==> src/rtl/immediate_encoder.sv <==
// immediate_encoder: range-checks a 64-bit immediate and scatters it into an instruction template.
module immediate_encoder #(parameter int ERR_CNT_W = 8) (
  input  logic        clk,
  input  logic        rst_n,
  input  logic        in_valid,
  output logic        in_ready,
  input  logic [31:0] in_template,
  input  logic [63:0] in_imm,
  output logic        out_valid,
  input  logic        out_ready,
  output logic [31:0] out_instruction,
`ifdef ENCODER_ERR_COUNT_EN
  output logic [ERR_CNT_W-1:0] err_count,
`endif
  output logic        out_error
);
  localparam logic [2:0] F_I = 3'd0, F_S = 3'd1, F_B = 3'd2, F_J = 3'd3, F_U = 3'd4;
  logic               s1_valid_q, s1_valid_d, s2_valid_q, s2_valid_d;
  logic [31:0]        s1_tmpl_q, s1_tmpl_d, s1_imm_q, s1_imm_d;
  logic [2:0]         s1_fmt_q, s1_fmt_d, fmt;
  logic               s1_err_q, s1_err_d;
  logic [31:0]        out_instruction_q, out_instruction_d, word;
  logic               out_error_q, out_error_d;
  logic               legal, s2_load, s1_to_s2, in_hs;
  logic signed [63:0] imm_s;
  assign imm_s = in_imm;
  always_comb begin
    fmt = in_template[6:0] == 7'b0100011 ? F_S :
          in_template[6:0] == 7'b1100011 ? F_B :
          in_template[6:0] == 7'b1101111 ? F_J :
          in_template[6:0] == 7'b0010111 ? F_U : F_I;
    legal = fmt == F_B ? imm_s >= -64'sd4096 && imm_s <= 64'sd4094 && !in_imm[0] :
            fmt == F_J ? imm_s >= -64'sd1048576 && imm_s <= 64'sd1048574 && !in_imm[0] :
            fmt == F_U ? in_imm[11:0] == 12'd0 && (&in_imm[63:31] || ~|in_imm[63:31]) :
                         imm_s >= -64'sd2048 && imm_s <= 64'sd2047;
  end
  always_comb begin
    s2_load           = !s2_valid_q || out_ready;
    s1_to_s2          = s1_valid_q && s2_load;
    in_ready          = !s1_valid_q || s2_load;
    in_hs             = in_valid && in_ready;
    s1_valid_d        = in_hs || (s1_valid_q && !s2_load);
    s2_valid_d        = s2_load ? s1_valid_q : s2_valid_q;
    s1_tmpl_d         = in_hs ? in_template : s1_tmpl_q;
    s1_imm_d          = in_hs ? in_imm[31:0] : s1_imm_q;
    s1_fmt_d          = in_hs ? fmt : s1_fmt_q;
    s1_err_d          = in_hs ? !legal : s1_err_q;
    out_instruction_d = s1_to_s2 ? word : out_instruction_q;
    out_error_d       = s1_to_s2 ? s1_err_q : out_error_q;
  end
  always_comb begin
    word = s1_fmt_q == F_S ? {s1_imm_q[11:5], s1_tmpl_q[24:12], s1_imm_q[4:0], s1_tmpl_q[6:0]} :
           s1_fmt_q == F_B ? {s1_imm_q[12], s1_imm_q[10:5], s1_tmpl_q[24:12], s1_imm_q[4:1], s1_imm_q[11], s1_tmpl_q[6:0]} :
           s1_fmt_q == F_J ? {s1_imm_q[20], s1_imm_q[10:1], s1_imm_q[11], s1_imm_q[19:12], s1_tmpl_q[11:0]} :
           s1_fmt_q == F_U ? {s1_imm_q[31:12], s1_tmpl_q[11:0]} :
                             {s1_imm_q[11:0], s1_tmpl_q[19:0]};
  end
  always_ff @(posedge clk or negedge rst_n) begin
    if (!rst_n) begin
      s1_valid_q        <= 1'b0;
      s2_valid_q        <= 1'b0;
      out_instruction_q <= 32'd0;
      out_error_q       <= 1'b0;
    end else begin
      s1_valid_q        <= s1_valid_d;
      s2_valid_q        <= s2_valid_d;
      out_instruction_q <= out_instruction_d;
      out_error_q       <= out_error_d;
    end
  end
  always_ff @(posedge clk) begin
    s1_tmpl_q <= s1_tmpl_d;
    s1_imm_q  <= s1_imm_d;
    s1_fmt_q  <= s1_fmt_d;
    s1_err_q  <= s1_err_d;
  end
  assign out_valid       = s2_valid_q;
  assign out_instruction = out_instruction_q;
  assign out_error       = out_error_q;
`ifdef ENCODER_ERR_COUNT_EN
  logic [ERR_CNT_W-1:0] err_count_q, err_count_d;
  always_comb begin
    err_count_d = (s2_valid_q && out_ready && out_error_q && !(&err_count_q)) ? err_count_q + 1'b1 : err_count_q;
  end
  always_ff @(posedge clk or negedge rst_n) begin
    if (!rst_n) err_count_q <= '0;
    else        err_count_q <= err_count_d;
  end
  assign err_count = err_count_q;
`endif
endmodule
==> config.mk <==
export PLATFORM = sky130hd
export DESIGN_NAME = immediate_encoder
export DESIGN_NICKNAME = d
export VERILOG_FILES = /design/src/rtl/immediate_encoder.sv
export SDC_FILE = /design/constraint.sdc
export NUM_CORES = 1
export LEC_CHECK = 0
export CORE_MARGIN = 8
export CORE_UTILIZATION = 45
export CTS_CLUSTER_DIAMETER = 100
export DETAILED_ROUTE_END_ITERATION = 8
export GPL_TIMING_DRIVEN = 0
export PLACE_DENSITY = 0.79
export REMOVE_ABC_BUFFERS = 1
export SLEW_MARGIN = 20
export SYNTH_ARGS = -nofsm -noshare
export SYNTH_HDL_FRONTEND = slang
export SYNTH_SLANG_ARGS = --single-unit
==> constraint.sdc <==
create_clock -name clk -period 3.1 [get_ports clk]
set_clock_uncertainty 0.2 [all_clocks]
set_input_delay 0.31 -clock clk [delete_from_list [all_inputs] [get_ports clk]]
set_output_delay 0.31 -clock clk [all_outputs]
set_load 0.02 [all_outputs]
==> results of run 1 <==
-- through the flow --
stage	total power, uW	utilization, %	cells
floorplan	1830	-	286
global placement	2190	61.7	521
detailed placement	2220	62.5	524
CTS	2930	64.6	541
global route	3030	64.6	541
finish	2900	64.6	541
-- area by class of cell --
| class | instances | share of cell area (%) |
|---|---|---|
| Timing Repair Buffer | 131 | 24.2 |
| Inverter | 2 | 0.134 |
| Tap cell | 108 | 2.42 |
| Clock inverter | 6 | 0.784 |
| Multi-Input combinational cell | 188 | 21.7 |
| Clock buffer | 10 | 2.29 |
| Sequential cell | 96 | 48.5 |
-- power by group through the flow --
stage	combinational [uW]	sequential, uW	clock [uW]
global route	661	1580	796
finish	617	1560	721
global placement	599	1590	0
floorplan	152	1680	0
CTS	628	1560	745
detailed placement	625	1590	0
-- state kept, by name, indices dropped and copies added (netlist names) --
register         cells
s1_imm_q            32
s1_valid_q           1
s1_tmpl_q           25
s1_fmt_q             3
s1_err_q             1
out_instruction     32
out_error            1
out_valid            1
-- logic make-up (layout without fill, tap and decap cells) --
| family | count (synthesis) | after routing | share of synthesized area (%) |
|---|---|---|---|
| flops | 96 | 96 | 68.4 |
| simple gates | 113 | 113 | 15.9 |
| mux | 32 | 32 | 8.38 |
| compound gates | 42 | 42 | 5.98 |
| xor+xnor | 1 | 1 | 0.221 |
| buf+inv | 11 | 149 | 1.14 |
-- repair_timing --
action                     in CTS  in global routing
hold buffers                    1                  0
hold endpoints to repair       16                  0
setup endpoints to repair       0                  0
resized for setup               0                  0
-- synth_stat cells (2+ instances only) --
cell type  number  area [sq um]
edfxtp_1       61          1830
dfrtp_1        35           876
nand2_1        34           128
mux2i_1        23           230
o21ai_1        20           100
nor2_1         16          60.1
nand4_1        14          87.6
nor4_1         10          62.6
mux2_2          9           101
a21oi_1         8          40.0
nand3_1         8          40.0
clkbuf_1        6          22.5
o21ai_0         6          30.0
nor3_1          5          25.0
nor4_2          5          62.6
nand2b_1        4          25.0
nand3b_1        4          30.0
buf_2           3          15.0
and2_1          2          12.5
or3_1           2          12.5
or4_1           2          15.0
-- layer usage --
layer	GRT usage, %	vias to the layer above	wire length, um
li1	-	1395	-
met1	18.1	1365	3790
met2	27.9	78	4930
met3	3.81	9	501
met4	6.27	0	136
met5	0	-	0
-- worst max-delay path: cells and delay by family, from the launching register on --
kind             cells  cell delay, ns
AO/OA/AOI/OAI        2            0.63
flip-flops           1            0.49
AND/OR/NAND/NOR      2            0.88
multiplexers         1            0.28
-- worst min path at each step --
stage | start | to | slack [ns] | cells past startpoint
3_3_place_gp | s1_tmpl_q[1]$_DFFE_PP_ | out_instruction[1]$_DFFE_PN0P_ | 0.26 | 1
6_report | rst_n | out_instruction[4]$_DFFE_PN0P_ | 0.26 | 2
5_1_grt | s1_tmpl_q[3]$_DFFE_PP_ | out_instruction[3]$_DFFE_PN0P_ | 0.28 | 1
4_1_cts | rst_n | out_instruction[4]$_DFFE_PN0P_ | 0.25 | 2
2_1_floorplan | rst_n | out_error$_DFFE_PN0P_ | -0.19 | 0
3_5_place_dp | rst_n | out_instruction[4]$_DFFE_PN0P_ | 0.1 | 1
==> summary.md, run 1 <==
| Metric | Value |
|---|---|
| Area of the multi-input gates | 0.00121 sq mm |
| FF-to-FF End | out_instruction[13]$_DFFE_PN0P_ |
| WS Path Type | reg2reg |
| Synth Warn # | 0 |
| Worst-path clk slew | 0.09 ns |
| Setup Fix Bufs, Post-CTS | 0 |
| Synth Register Bits | 96 |
| Antenna viol nets, final | 0 |
| Max incr delay on CP | ~0.62 ns |
| Largest net degree at the start of global routing | 37 |
| Final HPWL DP | 7350 um |
| Psw | between 700 and 800 uW |
| Hold WS | 0.261 ns |
| Final hold violation count | 0 |
| Diode count | 0 |
| Ports | roughly 140 |
| Die extent in x | approximately 110 um |
| DRC Markers | 0 |
| CTS Sinks | 96 |
| Relative slew margins | between 30% and 40% |
| Via-per-instance ratio | around 5.3 |
| Switching power share of the total | 26.8% |
| Yosys cell types | 39 |
| Commonest cells after routing, fill and taps aside | 126 x clkdlybuf4s50_1, 61 x edfxtp_1, 35 x dfrtp_1, 33 x nand2_1, 23 x mux2i_1 |
| EDFF count, synth | 61 |
| Pre-antenna DRT Iters | 4 |
| LEAKAGE | 0.00197 uW |
| Worst-margin pin slew | a little over 1 ns |
| Area of placed instances | ~0.0054 sq mm |
| RSZ-0062 raised after global routing | false |
| Routed wire length | 9360 um |
| Final setup viols | 0 |
| Number of global-route vias before repair | 3022 |
| Power per cell area | 519 mW/mm^2 |
| Final Max Tran Viols | 0 |
| Post-Syn Area | 0.00396 sq mm |
| Cells after synthesis | 295 |
| Final net count | roughly 530 |
| H-tree Lvls | 3 |
| FP Rows | 34 |
| Post-synthesis sequential area ratio | 68.4% |
| Min-Delay Path Class | in2async |
| Fin crit period | around 2.6 ns |
| Clock Latency Late Sink | 0.34 ns |
| Most common cell after layout, fill and taps aside | clkdlybuf4s50_1 |
| Clk buf depth | 2 |
| Inserted Clock Buffers | 9 |
| Final WS setup | 0.501 ns |
| Final Wtd Congestion | roughly 0.78 |
| Worst setup path end | out_instruction[13]$_DFFE_PN0P_ |
| Post-route cell area | around 0.0056 sq mm |
| Routed WL per cell | between 15 and 20 um |
| Reg2reg setup slack | between 0.5 and 0.6 ns |
| Cell Chain, Critical Path | nor2_1, and2_1, o21bai_1, mux2i_1, o21ai_1 |
| Slowest-stage cell, CP | and2_1 |
| Fmax | 0.385 GHz |
| Comb pwr share | 21.3% |
| Pre-CTS setup slack | 0.396 ns |
| Worst endpoint data arrival time | 2.62 ns |
| Max cap viols | 0 |
| Grt total ovfl | 0 |
| Port buffer count | 127 |
| Async S/R FF share, synth | 36.5% |
| Via count | 2847 |
| Initial Utilization | 45.8% |
| Int Pwr | approximately 2100 uW |
| CP Capture Type | flop |
| Ratio of cells with drive above 1 in the final layout | a little under a tenth |
| Clock root buffer | clkbuf_8 |
| CP max FO | 11 |
| Core area | 0.00864 sq mm |
| Worst vdd ir | slightly below 0.0002 V |
| Part of the power in registers | 53.8% |
| CP Launch Type | flop |
| Register area | 0.00271 sq mm |
| Ys flop type | edfxtp_1 |
| Clock group share of total power | 24.9% |
| Worst R2R Start | s1_fmt_q[1]$_DFFE_PP_ |
| Number of DRC markers in iteration 0 | 81 |
| Fill cells | roughly 650 |
| Global-route usage over all layers | between 10% and 20% |
| Critical path origin | s1_fmt_q[1]$_DFFE_PP_ |
| Area delta synth->final | 41.1% |
| Fin crit share | 83.8% |
| Die area | 0.0121 sq mm |
| Worst endpoint required time | 3.12 ns |
| Post-synthesis area per instance | 13.4 sq um |
| DIE HEIGHT | 110 um |
| Global-route wire length before repair | 14700 um |
| R2R cell count | 5 |
| CTS tree | yes |
| Outcome | finished, final reports clean |
| Setup tns final | 0 ns |
| Initial antenna violation count | 0 |
(Power assumes the default switching activity.)
==> run 2, diff against run 1 <==
CORE_UTILIZATION = 41   (was 45)
PLACE_DENSITY = 0.76   (was 0.79)
clock period = 2.23 ns   (was 3.1 ns; I/O delays follow)
==> summary.md, run 2 (synthesized netlist as in run 1, its figures left out) <==
| Metric | Value |
|---|---|
| Slowest-stage cell, CP | clkdlybuf4s50_1 |
| CP Capture Type | flop |
| CTS tree | yes |
| Min-Delay Path Class | in2async |
| Port buffer count | 127 |
| CP Launch Type | primary input |
| Clock Latency Late Sink | between 0.3 and 0.4 ns |
| DRC Markers | 0 |
| Fmax | 0.465 GHz |
| Fin crit period | 2.15 ns |
| Power per cell area | 730 mW/mm^2 |
| Via count | 2832 |
| Area delta synth->final | 43.6% |
| Outcome | finished, final reports clean |
| Commonest cells after routing, fill and taps aside | 126 x clkdlybuf4s50_1, 61 x edfxtp_1, 35 x dfrtp_1, 33 x nand2_1, 23 x mux2i_1 |
| Final HPWL DP | 7560 um |
| Global-route wire length before repair | approximately 15000 um |
| Most Used Layer, Global Route | met2 |
| H-tree Lvls | 3 |
| Met1 Use GR | between 15 and 20% |
| Diode count | 0 |
| Final hold violation count | 0 |
| Clk buf depth | 2 |
| Final Max Tran Viols | 0 |
| Reg2reg setup slack | 0.19 ns |
| Max incr delay on CP | 0.56 ns |
| Grt total ovfl | 0 |
| Worst vdd ir | 0.000355 V |
| Ports | 135 |
| Max cap viols | 0 |
| CP top delay family | simple AND/OR/NAND/NOR gates |
| Grt met2 use | 26.8% |
| Met3 Use GR | 4.64% |
| R2R cell count | 5 |
| DIE HEIGHT | 114 um |
| Number of global-route vias before repair | 3041 |
| Initial antenna violation count | 0 |
| Core area | about 0.0095 sq mm |
| Final net count | 528 |
| Worst endpoint data arrival time | 2.04 ns |
| Routed wire length | 9700 um |
| Die area | 0.0131 sq mm |
| Worst-margin pin slew | a little over 0.6 ns |
| Die extent in x | approximately 110 um |
| Antenna viol nets, final | 0 |
| Ratio of cells with drive above 1 in the final layout | 11.5% |
| Buf/Inv on CP | 1 |
| CTS Sinks | 96 |
| Worst endpoint required time | 2.12 ns |
| Fin crit share | 96.5% |
| Worst-path clk slew | ~0.090 ns |
| Most common cell after layout, fill and taps aside | clkdlybuf4s50_1 |
| Global-route usage over all layers | 15.3% |
| Placed insts | 549 |
| Initial Utilization | 41.4% |
| Worst R2R Start | s1_fmt_q[1]$_DFFE_PP_ |
| Pre-antenna DRT Iters | 4 |
| Largest net degree at the start of global routing | 34 |
| Clock root buffer | clkbuf_8 |
| Via-per-instance ratio | approximately 5.0 |
| Final Wtd Congestion | 0.769 |
| Inserted Clock Buffers | 9 |
| RSZ-0062 raised after global routing | true |
| Post-route cell area | 0.00568 sq mm |
| WS Path Type | in2reg |
| Routed WL per cell | 17.1 um |
| CP max FO | 5 |
| Number of DRC markers in iteration 0 | approximately 150 |
| Relative slew margins | 58.8% |
| Post-Layout Cell Count | 566 |
| LEAKAGE | 0.00199 uW |
| Area of placed instances | 0.00543 sq mm |
| Final setup viols | 0 |
| FP Rows | 36 |
| FF-to-FF End | out_instruction[13]$_DFFE_PN0P_ |
| Cell Chain, Critical Path | clkdlybuf4s50_1, nand4_1, nor4_4, nand2_1, or3_4, o211ai_2, o211ai_1 |
| Fill cells | between 800 and 900 |
[run 2: cell types whose count changed in the layout (fill, tap and decap cells not counted), sizes merged]
cell and change:
bufinv +1, clkinvlp +1, inv -2
[run 2: layout make-up]
type                    instances  area (sq um)  area share, %
flip-flops and latches         96          2710           47.7
repair buffers                131          1340           23.7
multi-input cells             188          1260           22.2
well taps                     133           166           2.93
clock buffers                  10           138           2.42
clock inverters                 6          58.8           1.04
inverters                       2          7.51          0.132
[run 2: how the worst max path moves through the flow]
stage	start	to	slack (ns)	cells past startpoint
finish	in_imm[63]	s1_err_q$_DFFE_PP_	0.08	7
global placement	out_ready	s1_tmpl_q[4]$_DFFE_PP_	-1.25	3
CTS	in_imm[57]	s1_err_q$_DFFE_PP_	0.02	7
floorplan	out_valid$_DFFE_PN0P_	s1_err_q$_DFFE_PP_	-0.62	2
global route	in_imm[42]	s1_err_q$_DFFE_PP_	-0.02	7
detailed placement	s1_fmt_q[1]$_DFFE_PP_	out_instruction[18]$_DFFE_PN0P_	-0.40	5
[run 2: worst register-to-register path, stage by stage (launching register included)]
cell	delay (ns)
edfxtp_1	0.51
nor2_2	0.24
and2_4	0.31
o21bai_2	0.33
mux2i_1	0.27
o21ai_1	0.07
[run 2: through the flow]
step / hold slack [ns] / power (uW) / TNS (ns) / utilization [%] / setup WS [ns]
floorplan: -0.273 / 2550 / -37.67 / - / -0.617
global placement: 0.259 / 3040 / -97.60 / 56.1 / -1.25
detailed placement: -0.0821 / 3090 / -3.50 / 56.8 / -0.397
CTS: 0.0516 / 4200 / 0 / 59.1 / 0.0202
global route: 0.0673 / 4340 / -0.0234 / 59.5 / -0.0234
finish: 0.0762 / 4150 / 0 / 59.5 / 0.0786
[run 2: timing repair]
item	CTS	global route
hold endpoints to repair	35	0
gates resized for setup	4	7
endpoints found under the setup margin	13	8
setup buffers	0	0
hold buffers	1	0
pin swaps	0	2
[run 2: per-layer routing]
metal / routed length, um / part of all wire [%]
met4: 167 / 1.7
met2: 5020 / 52
met3: 498 / 5.1
met5: 0 / 0
met1: 4010 / 41
[run 2: power by group]
group          leakage [uW]  switching [uW]  internal [uW]
Combinational      0.000894             419            448
Sequential          0.00100            83.4           2090
Clock             0.0000957             570            541
Total               0.00199            1070           3080
